[src/rtl/hopn_pipe_meas.sv]
// hopn_pipe_meas
//   HOPS-deep register pipeline carrying WIDTH-bit data, a valid bit and a
//   measurement tag per stage. It has a global stall, a synchronous clear per
//   stage and a saturating count of words leaving the output. A small FSM tags
//   one accepted word and reports how many cycles that word took to cross the
//   pipeline.
//
// Ports
//   clock0      : sole clock, rising edge
//   rst1        : asynchronous active-high reset
//   start/din   : input valid and data; accepted when start & !stall & !stage_clr[0]
//   stall       : every stage holds its contents
//   stage_clr   : per-stage synchronous clear (valid, data, tag)
//   measure_req : arm a latency measurement (only honoured while idle)
//   dout        : data of the last stage
//   dout_valid  : valid of the last stage
//   occupancy   : number of valid stages (combinational popcount)
//   xfer_count  : saturating count of departed words
//   lat_value   : last measured latency in cycles
//   lat_done    : one-cycle pulse when lat_value has just been updated
//   lat_err     : one-cycle pulse when the tagged word was cleared in flight
//   meas_busy   : measurement FSM is not idle
module hopn_pipe_meas #(
    parameter int WIDTH = 8,
    parameter int HOPS  = 5,
    parameter int CNT_W = 16
) (
    input  logic                        clock0,
    input  logic                        rst1,
    input  logic                        start,
    input  logic [WIDTH-1:0]            din,
    input  logic                        stall,
    input  logic [HOPS-1:0]             stage_clr,
    input  logic                        measure_req,
    output logic [WIDTH-1:0]            dout,
    output logic                        dout_valid,
    output logic [$clog2(HOPS+1)-1:0]   occupancy,
    output logic [CNT_W-1:0]            xfer_count,
    output logic [CNT_W-1:0]            lat_value,
    output logic                        lat_done,
    output logic                        lat_err,
    output logic                        meas_busy
);

    localparam int OCC_W = $clog2(HOPS + 1);
    localparam logic [CNT_W-1:0] CNT_MAX = {CNT_W{1'b1}};
    localparam logic [CNT_W-1:0] CNT_ONE = CNT_W'(1);

    typedef enum logic [2:0] {
        S_IDLE,
        S_ARMED,
        S_COUNT,
        S_DONE,
        S_ABORT
    } state_t;

    state_t           state_q, state_d;
    logic [HOPS-1:0]  valid_q, valid_d;
    logic [HOPS-1:0]  tag_q, tag_d;
    logic [WIDTH-1:0] data_q [HOPS];
    logic [WIDTH-1:0] data_d [HOPS];
    logic [CNT_W-1:0] xfer_q, xfer_d;
    logic [CNT_W-1:0] cnt_q, cnt_d;
    logic [CNT_W-1:0] lat_q, lat_d;

    logic accept;
    logic depart;
    logic tag_in;

    assign accept = start & ~stall & ~stage_clr[0];
    assign depart = valid_q[HOPS-1] & ~stall & ~stage_clr[HOPS-1];
    assign tag_in = (state_q == S_ARMED) & accept;

    // Stage update. Each stage reads the pre-edge contents of its predecessor,
    // so a clear on stage i-1 does not stop its old word moving into stage i.
    always_comb begin
        valid_d   = valid_q;
        tag_d     = tag_q;
        data_d    = data_q;

        if (stage_clr[0]) begin
            valid_d[0] = 1'b0;
            tag_d[0]   = 1'b0;
            data_d[0]  = '0;
        end else if (!stall) begin
            valid_d[0] = start;
            tag_d[0]   = tag_in;
            data_d[0]  = din;
        end

        for (int i = 1; i < HOPS; i++) begin
            if (stage_clr[i]) begin
                valid_d[i] = 1'b0;
                tag_d[i]   = 1'b0;
                data_d[i]  = '0;
            end else if (!stall) begin
                valid_d[i] = valid_q[i-1];
                tag_d[i]   = tag_q[i-1];
                data_d[i]  = data_q[i-1];
            end
        end

        // An aborted measurement must leave no tag behind.
        if (state_q == S_ABORT) begin
            tag_d = '0;
        end
    end

    always_comb begin
        xfer_d = xfer_q;
        if (depart && (xfer_q != CNT_MAX)) begin
            xfer_d = xfer_q + CNT_ONE;
        end
    end

    // Measurement FSM. The counter starts at 1 on the tagging edge and keeps
    // running through stalls, so the value held on the departure edge is the
    // full entry-to-exit cycle count.
    always_comb begin
        state_d = state_q;
        cnt_d   = cnt_q;
        lat_d   = lat_q;
        case (state_q)
            S_IDLE: begin
                if (measure_req) begin
                    state_d = S_ARMED;
                end
            end
            S_ARMED: begin
                if (accept) begin
                    cnt_d   = CNT_ONE;
                    state_d = S_COUNT;
                end
            end
            S_COUNT: begin
                cnt_d = (cnt_q == CNT_MAX) ? cnt_q : cnt_q + CNT_ONE;
                if (|(tag_q & stage_clr)) begin
                    state_d = S_ABORT;
                end else if (tag_q[HOPS-1] && depart) begin
                    lat_d   = cnt_q;
                    state_d = S_DONE;
                end
            end
            S_DONE:  state_d = S_IDLE;
            S_ABORT: state_d = S_IDLE;
            default: state_d = S_IDLE;
        endcase
    end

    always_ff @(posedge clock0 or posedge rst1) begin
        if (rst1) begin
            state_q <= S_IDLE;
            valid_q <= '0;
            tag_q   <= '0;
            for (int i = 0; i < HOPS; i++) begin
                data_q[i] <= '0;
            end
            xfer_q  <= '0;
            cnt_q   <= '0;
            lat_q   <= '0;
        end else begin
            state_q <= state_d;
            valid_q <= valid_d;
            tag_q   <= tag_d;
            for (int i = 0; i < HOPS; i++) begin
                data_q[i] <= data_d[i];
            end
            xfer_q  <= xfer_d;
            cnt_q   <= cnt_d;
            lat_q   <= lat_d;
        end
    end

    always_comb begin
        occupancy = '0;
        for (int i = 0; i < HOPS; i++) begin
            occupancy = occupancy + OCC_W'(valid_q[i]);
        end
    end

    assign dout       = data_q[HOPS-1];
    assign dout_valid = valid_q[HOPS-1];
    assign xfer_count = xfer_q;
    assign lat_value  = lat_q;
    assign lat_done   = (state_q == S_DONE);
    assign lat_err    = (state_q == S_ABORT);
    assign meas_busy  = (state_q != S_IDLE);

endmodule
[config.mk]
export PLATFORM = sky130hd
export DESIGN_NAME = hopn_pipe_meas
export DESIGN_NICKNAME = d
export VERILOG_FILES = /design/src/rtl/hopn_pipe_meas.sv
export SDC_FILE = /design/constraint.sdc
export NUM_CORES = 1
export LEC_CHECK = 0
export ABC_CLOCK_PERIOD_IN_PS = 5100
export BUFFER_PORTS_ARGS = -buffer_cell sky130_fd_sc_hd__buf_2
export CORE_MARGIN = 4
export CORE_UTILIZATION = 48
export DETAILED_ROUTE_END_ITERATION = 8
export PLACE_DENSITY_LB_ADDON = 0.1
export SLEW_MARGIN = 10
export SYNTH_ARGS = -nofsm -noshare
export SYNTH_HDL_FRONTEND = slang
export SYNTH_SLANG_ARGS = --single-unit
export TNS_END_PERCENT = 50
[constraint.sdc]
create_clock -name clock0 -period 5.1 [get_ports clock0]
set_input_delay 0.255 -clock clock0 [delete_from_list [all_inputs] [get_ports clock0]]
set_output_delay 0.255 -clock clock0 [all_outputs]
set_load 0.01 [all_outputs]
==> metrics.md, run 1 <==
| Metric | Value |
|---|---|
| Clock root cell | `clkbuf_8` |
| CTS H-tree depth | `3` |
| Hold Path Sink | `data_q[38]` |
| Reg-to-reg slack, setup | `2.98 ns` |
| Register share of total power | `between 50% and 60%` |
| Clock transition at the registers of the reported paths | `0.10 ns` |
| Critical path class | `reg2out` |
| Worst Reg-to-Reg Cells | `6` |
| Ports | `65` |
| VDD IR max | `approximately 0.00013 V` |
| Kind of end point of the critical path | `output port` |
| Post-Syn Nets | `420` |
| Layout cells sized above 1 | `22.8%` |
| GR Util All Layers | `16.1%` |
| EDFF count, synth | `0` |
| Resized cells post-CTS | `0` |
| Port-buffer cells | `64` |
| Synth unique cells | `47` |
| Worst skew pair latency | `0.35 ns` |
| Post-Route WL | `8.53 mm` |
| Global-route wire length before repair | `14.6 mm` |
| DP Worst Slack | `a little under 3 ns` |
| CTS Hold Buffers Added | `1` |
| Maximum fanout along the worst path | `3` |
| Layout Utilization | `55.7%` |
| Status | `finished clean` |
| Switching portion of total power | `24.6%` |
| P_sw | `374 uW` |
| Routed length per instance | `14.7 um` |
| Chip width | `106 um` |
| Worst rel slew slack | `42.6%` |
| Placer Congestion | `0.803` |
| Core Box Area | `9280 um2` |
| Clock power frac | `between 30% and 40%` |
| Fillcell total | `between 800 and 900` |
| Final hold slack | `around 0.14 ns` |
| CTS Buf Count | `9` |
| Area grow syn2layout | `12.0%` |
| Vias per cell | `5.21` |
| Cell Pwr Density | `295 nW/um2` |
| Setup ws final | `2.79 ns` |
| Clock sink count | `a little over 100` |
| Worst clock skew | `0.00848 ns` |
| Pre-antenna DRT Iters | `4` |
| Highest metal used | `met4` |
| Hold Crit Depth | `3` |
| Slew Limit Fails | `0` |
| Reg area | `between 2000 and 3000 um2` |
| Initial Util | `49.7%` |
| FF+latch count, synth | `~100` |
| Final Hold Fails | `0` |
| Critical Path AT | `2.06 ns` |
| Crit-path cells | `fa_1, fa_1, ha_1, buf_2` |
| Largest net degree at the start of global routing | `59` |
| Initial antenna violation count | `0` |
| Avg Synthesized Cell Area | `11.6 um2` |
| Comb power frac | `8.2%` |
| Worst path most repeated cell | `fa_1` |
| Most common cell after layout, fill and taps aside | `dfrtp_1` |
| Max Buffers Root-to-Sink | `2` |
| Least-Margin Pin Slew | `0.862 ns` |
| Grt ovf | `0` |
| Nets | `471` |
| Main flop type after synthesis | `dfrtp_1` |
| Commonest cells after routing, fill and taps aside | `dfrtp_1 (101), buf_2 (64), nor2_1 (56)` |
| Post-route ant nets | `0` |
| Post-synthesis sequential area ratio | `54.7%` |
| Routed via count | `3,022` |
| Total power | `1.52 mW` |
| Reg2Reg Launch Point | `cnt_q[0]` |
| Internal Power | `approximately 1.1 mW` |
| Starting DRT DRC Count | `97` |
| Site Rows | `35` |
| Setup violators final | `0` |
| Post-synthesis cell area | `4620 um2` |
| Post-CTS setup buffer count | `0` |
| HP Class | `in2reg` |
| Critical path startpoint category | `register` |
| Post-Route Setup TNS | `0 ns` |
| Post-DP HPWL | `5.79 mm` |
| Fmax | `0.433 GHz` |
| Hold Startpoint | `din[6]` |
| R2r endpoint | `cnt_q[15]` |
| WL met2 | `between 3 and 4 mm` |
| Max incr delay on CP | `0.50 ns` |
| Max-Cap Viols | `0` |
| Cells after synthesis | `397` |
| Slowest cell on the critical path | `fa_1` |
| Asr flop ratio synth | `100%` |
| Die Y | `106 um` |
| CP required | `roughly 4.9 ns` |
| RSZ-0062 raised after global routing | `false` |
| CTS tree | `done` |
| Area occupied by multi-input gates | `1910 um2` |
| WL met3 | `352 um` |
| Diode count | `0` |
| Leakage | `2.67 nW` |
| Min cycle time layout | `2.31 ns` |
| DRC | `0` |
| Syn. warnings | `0` |
| Vias in the first global route | `between 2,000 and 3,000` |
| Final period util | `approximately 45%` |
| DIE AREA | `11,300 um2` |
| Routed met1 length | `4.27 mm` |
-- flip-flops by register name (all words and copies together) (netlist names) --
name / cells
tag_q: 5
cnt_q: 16
state_q: 3
lat_value: 16
xfer_count: 16
data_q: 32
dout: 8
valid_q: 5
-- final cells by class --
type	count	area share (%)
clock buffer	10	2.47
clock inverter	4	1.45
inverter	6	0.484
multi-input combinational	263	36.9
sequential	101	48.9
tap	129	3.12
timing repair buffer	67	6.68
-- cell usage after synthesis (2+ instances only) --
library cell	count	area (um2)
mux2_4	5	75.1
nand3_1	16	80.1
inv_1	6	22.5
buf_2	7	35.0
nor2_1	56	210
xnor2_1	12	105
and3b_1	2	17.5
clkbuf_1	6	22.5
and3_1	8	50.1
buf_4	11	82.6
and4_1	5	43.8
a22o_1	3	26.3
nand2_1	20	75.1
mux2_2	10	113
nor3b_4	2	37.5
xor2_1	8	70.1
fa_1	2	40.0
mux2i_1	51	510
o21ai_0	11	55.1
or3_1	4	25.0
dfrtp_1	101	2530
a21oi_1	8	40.0
nand4_1	8	50.1
ha_1	3	37.5
nor3_1	9	45.0
a211oi_1	2	15.0
-- worst max-delay path: cells and delay by family, from the launching register on --
family     cells  cell delay, ns
buf+inv        1            0.14
fa+ha+maj      3            1.16
flops          1            0.42
-- metal layers --
metal  global-route usage [%]  up-vias
li1                         -     1483
met4                     5.00        0
met3                     3.64       11
met1                     22.9     1480
met2                     24.7       48
met5                        0        -
-- stage by stage --
step           cell area (um2)  std cells
2_1_floorplan             4620        397
5_1_grt                   5170        580
4_1_cts                   5170        580
3_3_place_gp              4960        565
3_5_place_dp              4960        565
6_report                  5170        580
-- power by group through the flow --
stage          logic, mW  registers, mW  clock network [mW]
2_1_floorplan      0.103          0.865                   0
3_3_place_gp       0.125          0.879                   0
6_report           0.125          0.864               0.534
5_1_grt            0.142          0.871               0.581
4_1_cts            0.127          0.864               0.546
3_5_place_dp       0.126          0.880                   0
-- cell families after synthesis --
family	Yosys count	synth area share (%)
AND/OR/NAND/NOR	138	15.6
flip-flops	101	54.7
multiplexers	66	15.1
AO/OA/AOI/OAI	34	5.15
buffers and inverters	33	3.96
XOR/XNOR	20	3.79
adder cells (fa/ha/maj)	5	1.68
-- worst max path at each step --
stage	start	end	slack, ns	depth (start not counted)
detailed placement	stall	cnt_q[11]	2.93	7
global route	valid_q[0]	occupancy[1]	2.67	4
floorplan	rst1	cnt_q[0]	2.20	1
finish	valid_q[0]	occupancy[1]	2.79	4
global placement	stall	cnt_q[11]	2.96	7
CTS	valid_q[0]	occupancy[1]	2.76	4
No activity file was read; power rests on OpenSTA's default activity.
==> inputs of run 2 (changes only) <==
--- a/config.mk
+++ b/config.mk
@@ -5,7 +5,7 @@
 export SDC_FILE = /design/constraint.sdc
 export NUM_CORES = 1
 export LEC_CHECK = 0
-export ABC_CLOCK_PERIOD_IN_PS = 5100
+export ABC_CLOCK_PERIOD_IN_PS = 2340
 export BUFFER_PORTS_ARGS = -buffer_cell sky130_fd_sc_hd__buf_2
 export CORE_MARGIN = 4
 export CORE_UTILIZATION = 48
==> constraint.sdc (replaced) <==
create_clock -name clock0 -period 2.34 [get_ports clock0]
set_input_delay 0.117 -clock clock0 [delete_from_list [all_inputs] [get_ports clock0]]
set_output_delay 0.117 -clock clock0 [all_outputs]
set_load 0.01 [all_outputs]
==> run 2 against run 1 <==
Effect of this change:
- via count increased by 2.1%
- non-clock buffer count increased by 7
- sequential power increased by 120%
- total power increased by 130%
- critical path type unchanged
- clock skew increased by 0.0024 ns
- largest power group unchanged
- routed wire length increased by 3.1%
- cell count increased by 1.2%
- clock power increased by 140%
==> metrics.md, run 2 (same netlist as run 1, synthesis figures left out) <==
| Metric | Value |
|---|---|
| Vias per cell | `5.26` |
| Site Rows | `35` |
| Nets | `478` |
| Clock transition at the registers of the reported paths | `roughly 0.090 ns` |
| Fillcell total | `between 800 and 900` |
| Final Hold Fails | `0` |
| Global-route wire length before repair | `15.0 mm` |
| Worst rel slew slack | `54.9%` |
| Diode count | `0` |
| Max Buffers Root-to-Sink | `2` |
| Ports | `65` |
| Largest net degree at the start of global routing | `102` |
| RSZ-0062 raised after global routing | `false` |
| Clock sink count | `slightly above 100` |
| Die Y | `106 um` |
| Routed length per instance | `15.0 um` |
| Worst path most repeated cell | `fa_1` |
| CTS H-tree depth | `3` |
| Max incr delay on CP | `0.50 ns` |
| Area grow syn2layout | `14.3%` |
| Critical path class | `reg2out` |
| Port-buffer cells | `64` |
| Core Box Area | `9280 um2` |
| Commonest cells after routing, fill and taps aside | `dfrtp_1 (101), buf_2 (64), nor2_1 (56)` |
| Cell Pwr Density | `657 nW/um2` |
| Setup ws final | `0.161 ns` |
| GR Util All Layers | `16.6%` |
| Most common cell after layout, fill and taps aside | `dfrtp_1` |
| Post-route ant nets | `0` |
| Worst skew pair latency | `0.36 ns` |
| DIE AREA | `11,300 um2` |
| Clock root cell | `clkbuf_8` |
| Initial Util | `roughly 50%` |
| Critical Path AT | `2.06 ns` |
| Routed via count | `3,086` |
| Final period util | `93.1%` |
| Biggest register | `data_q` |
| Critical path startpoint category | `register` |
| Post-DP HPWL | `between 5 and 6 mm` |
| Critical path's top delay family | `adder cells` |
| Least-Margin Pin Slew | `0.675 ns` |
| Min cycle time layout | `2.18 ns` |
| Grt ovf | `0` |
| Layout cells sized above 1 | `23.4%` |
| Status | `finished clean` |
| Post-Route WL | `roughly 8.8 mm` |
| Initial antenna violation count | `0` |
| Kind of end point of the critical path | `output port` |
| Post-Route Setup TNS | `0 ns` |
| Setup violators final | `0` |
| Max FFs per register | `32` |
| Maximum fanout along the worst path | `3` |
| Starting DRT DRC Count | `80` |
| DRC | `0` |
| Max-Cap Viols | `0` |
| Chip width | `106 um` |
| CP required | `2.22 ns` |
| Buffers & Inverters on Critical Path | `1` |
| Worst clock skew | `0.0109 ns` |
| Leakage | `2.72 nW` |
| HP Class | `in2reg` |
| Post-CTS setup buffer count | `0` |
| Slowest cell on the critical path | `fa_1` |
| Vias in the first global route | `3,067` |
| Placer Congestion | `around 0.78` |
| Total power | `3.47 mW` |
| CTS tree | `done` |
| Crit-path cells | `fa_1, fa_1, ha_1, buf_2` |
| Pre-antenna DRT Iters | `4` |
| CTS Buf Count | `9` |
| Fmax | `0.459 GHz` |
| Slew Limit Fails | `0` |
| DP Worst Slack | `about 0.42 ns` |
| VDD IR max | `0.000327 V` |
[run 2: cell types whose count changed in the layout (fill, tap and decap cells not counted), sizes merged]
cell	delta
dlygate4sd3	+4
inv	-1
bufinv	+1
buf	+3
[run 2: through the flow]
stage	utilization (%)	hold slack (ns)	cells	area, um2
2_1_floorplan	-	0.270	397	4620
3_3_place_gp	53.8	0.323	568	4990
3_5_place_dp	53.8	0.329	568	4990
4_1_cts	56.8	0.000225	587	5280
5_1_grt	56.8	0.0270	587	5280
6_report	56.8	0.0132	587	5280
[run 2: timing repair]
action | CTS | global route
hold endpoints to repair | 105 | 0
hold buffers | 5 | 0
resized for setup | 0 | 0
[run 2: layout make-up]
class,count,area [um2],share of cell area (%)
tap,129,161,3.06
clock buffer,10,138,2.61
sequential,101,2530,47.9
multi-input combinational,263,1910,36.1
inverter,6,26.3,0.498
clock inverter,4,97.6,1.85
timing repair buffer,74,420,7.97
[run 2: routing by layer]
metal  routed length (um)  global-route usage (%)  up-vias
li1                     -                       -     1488
met1                 4320                    24.3     1520
met2                 3990                    24.5       66
met3                  322                    2.67       12
met4                  154                    6.94        0
met5                    0                       0        -
[run 2: path summary, 6_finish.rpt]
path	startpoint	endpoint	slack, ns	cells past startpoint
max	valid_q[0]	occupancy[1]	0.16	4
min	din[4]	data_q[36]	0.01	3
max reg2reg	xfer_count[0]	xfer_count[8]	0.40	6
min reg2reg	lat_value[7]	lat_value[7]	0.49	2
max in group asynchronous	rst1	xfer_count[3]	1.49	4
min in group asynchronous	rst1	lat_value[5]	0.46	4
[run 2: power by group]
part | total (mW) | switching, mW | internal [mW] | leakage (nW)
Sequential | 1.88 | 0.0791 | 1.80 | 1.38
Clock | 1.30 | 0.574 | 0.728 | 0.114
Combinational | 0.283 | 0.165 | 0.118 | 1.22
[run 2: worst reg2reg max path, cell delays in order, from the launching register on]
cell	delay, ns
dfrtp_1	0.42
ha_1	0.21
nand4_1	0.14
nor3_1	0.37
a31oi_2	0.27
and3_1	0.27
xor2_1	0.14
==> inputs of run 3 (changes only) <==
--- a/config.mk
+++ b/config.mk
@@ -10,7 +10,7 @@
 export CORE_MARGIN = 4
 export CORE_UTILIZATION = 48
 export DETAILED_ROUTE_END_ITERATION = 8
-export PLACE_DENSITY_LB_ADDON = 0.1
+export PLACE_DENSITY = 0.74
 export SLEW_MARGIN = 10
 export SYNTH_ARGS = -nofsm -noshare
 export SYNTH_HDL_FRONTEND = slang
==> run 3 against run 2 <==
Effect of this change:
- die area unchanged
- via count up 0.52%
- routed wire length shrank 0.91%
- largest cell class unchanged
- clock-buffer cell count increased by 1
==> metrics.md, run 3 (same netlist as run 1, synthesis figures left out) <==
| Metric | Value |
|---|---|
| Reg area | `2530 um2` |
| Clock transition at the registers of the reported paths | `~0.09 ns` |
| Fillcell total | `approximately 820` |
| CP required | `2.22 ns` |
| Post-Route Setup TNS | `0 ns` |
| Most common cell after layout, fill and taps aside | `dfrtp_1` |
| Max Buffers Root-to-Sink | `2` |
| Vias per cell | `5.22` |
| Hold Path Sink | `valid_q[0]` |
| Site Rows | `35` |
| Hold Crit Depth | `3` |
| Worst clock skew | `approximately 0.0099 ns` |
| Setup ws final | `0.165 ns` |
| Routed via count | `slightly above 3,000` |
| Min cycle time layout | `2.17 ns` |
| Post-DP HPWL | `5.92 mm` |
| Routed length per instance | `14.7 um` |
| Slew Limit Fails | `0` |
| GR Util met1 | `23.0%` |
| Worst rel slew slack | `46.6%` |
| Met3 usage | `2.55%` |
| Leakage | `2.72 nW` |
| CTS Buf Count | `9` |
| Critical path class | `reg2out` |
| R2r endpoint | `xfer_count[8]` |
| Hold Startpoint | `start` |
| Critical Path AT | `between 2 and 2.5 ns` |
| Worst Reg-to-Reg Cells | `6` |
| Kind of end point of the critical path | `output port` |
| Diode count | `0` |
| Met2 Usage GRT | `26.0%` |
| Pre-antenna DRT Iters | `4` |
| RSZ-0062 raised after global routing | `false` |
| Ports | `65` |
| Post-CTS setup buffer count | `0` |
| Area grow syn2layout | `14.6%` |
| Max-Cap Viols | `0` |
| Global-route wire length before repair | `15.0 mm` |
| Starting DRT DRC Count | `~110` |
| Grt ovf | `0` |
| Post-Route WL | `8.71 mm` |
| Max FFs per register | `32` |
| DIE AREA | `11,300 um2` |
| Reg-to-reg slack, setup | `0.37 ns` |
| Port-buffer cells | `64` |
| Core Box Area | `9280 um2` |
| Setup violators final | `0` |
| Final Hold Fails | `0` |
| Cell Pwr Density | `approximately 620 nW/um2` |
| Least-Margin Pin Slew | `0.801 ns` |
| CTS tree | `done` |
| Layout cells sized above 1 | `a little under a quarter` |
| Area occupied by multi-input gates | `between 1500 and 2000 um2` |
| Final period util | `92.9%` |
| Placer Congestion | `0.867` |
| Post-route ant nets | `0` |
| CTS H-tree depth | `3` |
| Layout Utilization | `57.0%` |
| Status | `finished clean` |
| Maximum fanout along the worst path | `3` |
| Initial Util | `49.7%` |
| Fmax | `0.460 GHz` |
| Die Y | `106 um` |
| HP Class | `in2reg` |
| CTS Hold Buffers Added | `9` |
| Vias in the first global route | `3,095` |
| DRC | `0` |
| Worst skew pair latency | `0.35 ns` |
| Reg2Reg Launch Point | `xfer_count[0]` |
| Resized cells post-CTS | `0` |
| Busiest layer in global routing | `met2` |
| VDD IR max | `0.000374 V` |
| Largest net degree at the start of global routing | `51` |
| Critical path startpoint category | `register` |
| Chip width | `roughly 110 um` |
| Biggest register | `data_q` |
| Initial antenna violation count | `0` |
| DP Worst Slack | `0.392 ns` |
| GR Util All Layers | `16.5%` |
| Nets | `483` |
| Commonest cells after routing, fill and taps aside | `dfrtp_1 (101), buf_2 (64), nor2_1 (56)` |
| Clock root cell | `clkbuf_8` |
| Clock sink count | `between 100 and 150` |
## run 3: cell type report
type | instances | share of cell area, %
Clock buffer | 11 | 2.67
Multi-Input combinational cell | 263 | 36.0
Inverter | 6 | 0.497
Timing Repair Buffer | 79 | 8.85
Sequential cell | 101 | 47.8
Tap cell | 129 | 3.05
Clock inverter | 5 | 1.11
## run 3: stage by stage
stage	std cells	hold slack [ns]	power (mW)	cell area, um2
6_report	594	0.0473	3.28	5290
5_1_grt	594	0.0630	3.45	5290
4_1_cts	594	0.0377	3.33	5290
3_5_place_dp	569	0.256	2.20	5000
3_3_place_gp	569	0.244	2.19	5000
2_1_floorplan	397	0.270	2.11	4620
## run 3: layer usage
metal / wire [um] / up-vias / part of all wire [%]
li1: - / 1504 / -
met1: 4150 / 1518 / 48
met2: 4090 / 69 / 47
met3: 346 / 11 / 4.0
met4: 122 / 0 / 1.4
met5: 0 / - / 0
## run 3: where the power goes
part           leakage [nW]  internal, mW  switching (mW)
Sequential             1.38          1.80          0.0805
Clock                0.0959         0.527           0.583
Combinational          1.24         0.125           0.166
Total                  2.72          2.45           0.830
## run 3: how the worst max path moves through the flow
| stage | from | to | cells past startpoint |
|---|---|---|---|
| floorplan | xfer_count[0] | xfer_count[8] | 6 |
| global placement | xfer_count[0] | xfer_count[8] | 6 |
| detailed placement | xfer_count[0] | xfer_count[8] | 6 |
| CTS | valid_q[0] | occupancy[1] | 4 |
| global route | valid_q[0] | occupancy[1] | 4 |
| finish | valid_q[0] | occupancy[1] | 4 |
## run 3: critical path, cell delays in order (launching register included)
cell and delay, ns:
dfrtp_1 0.42, fa_1 0.50, fa_1 0.38, ha_1 0.27, buf_2 0.14
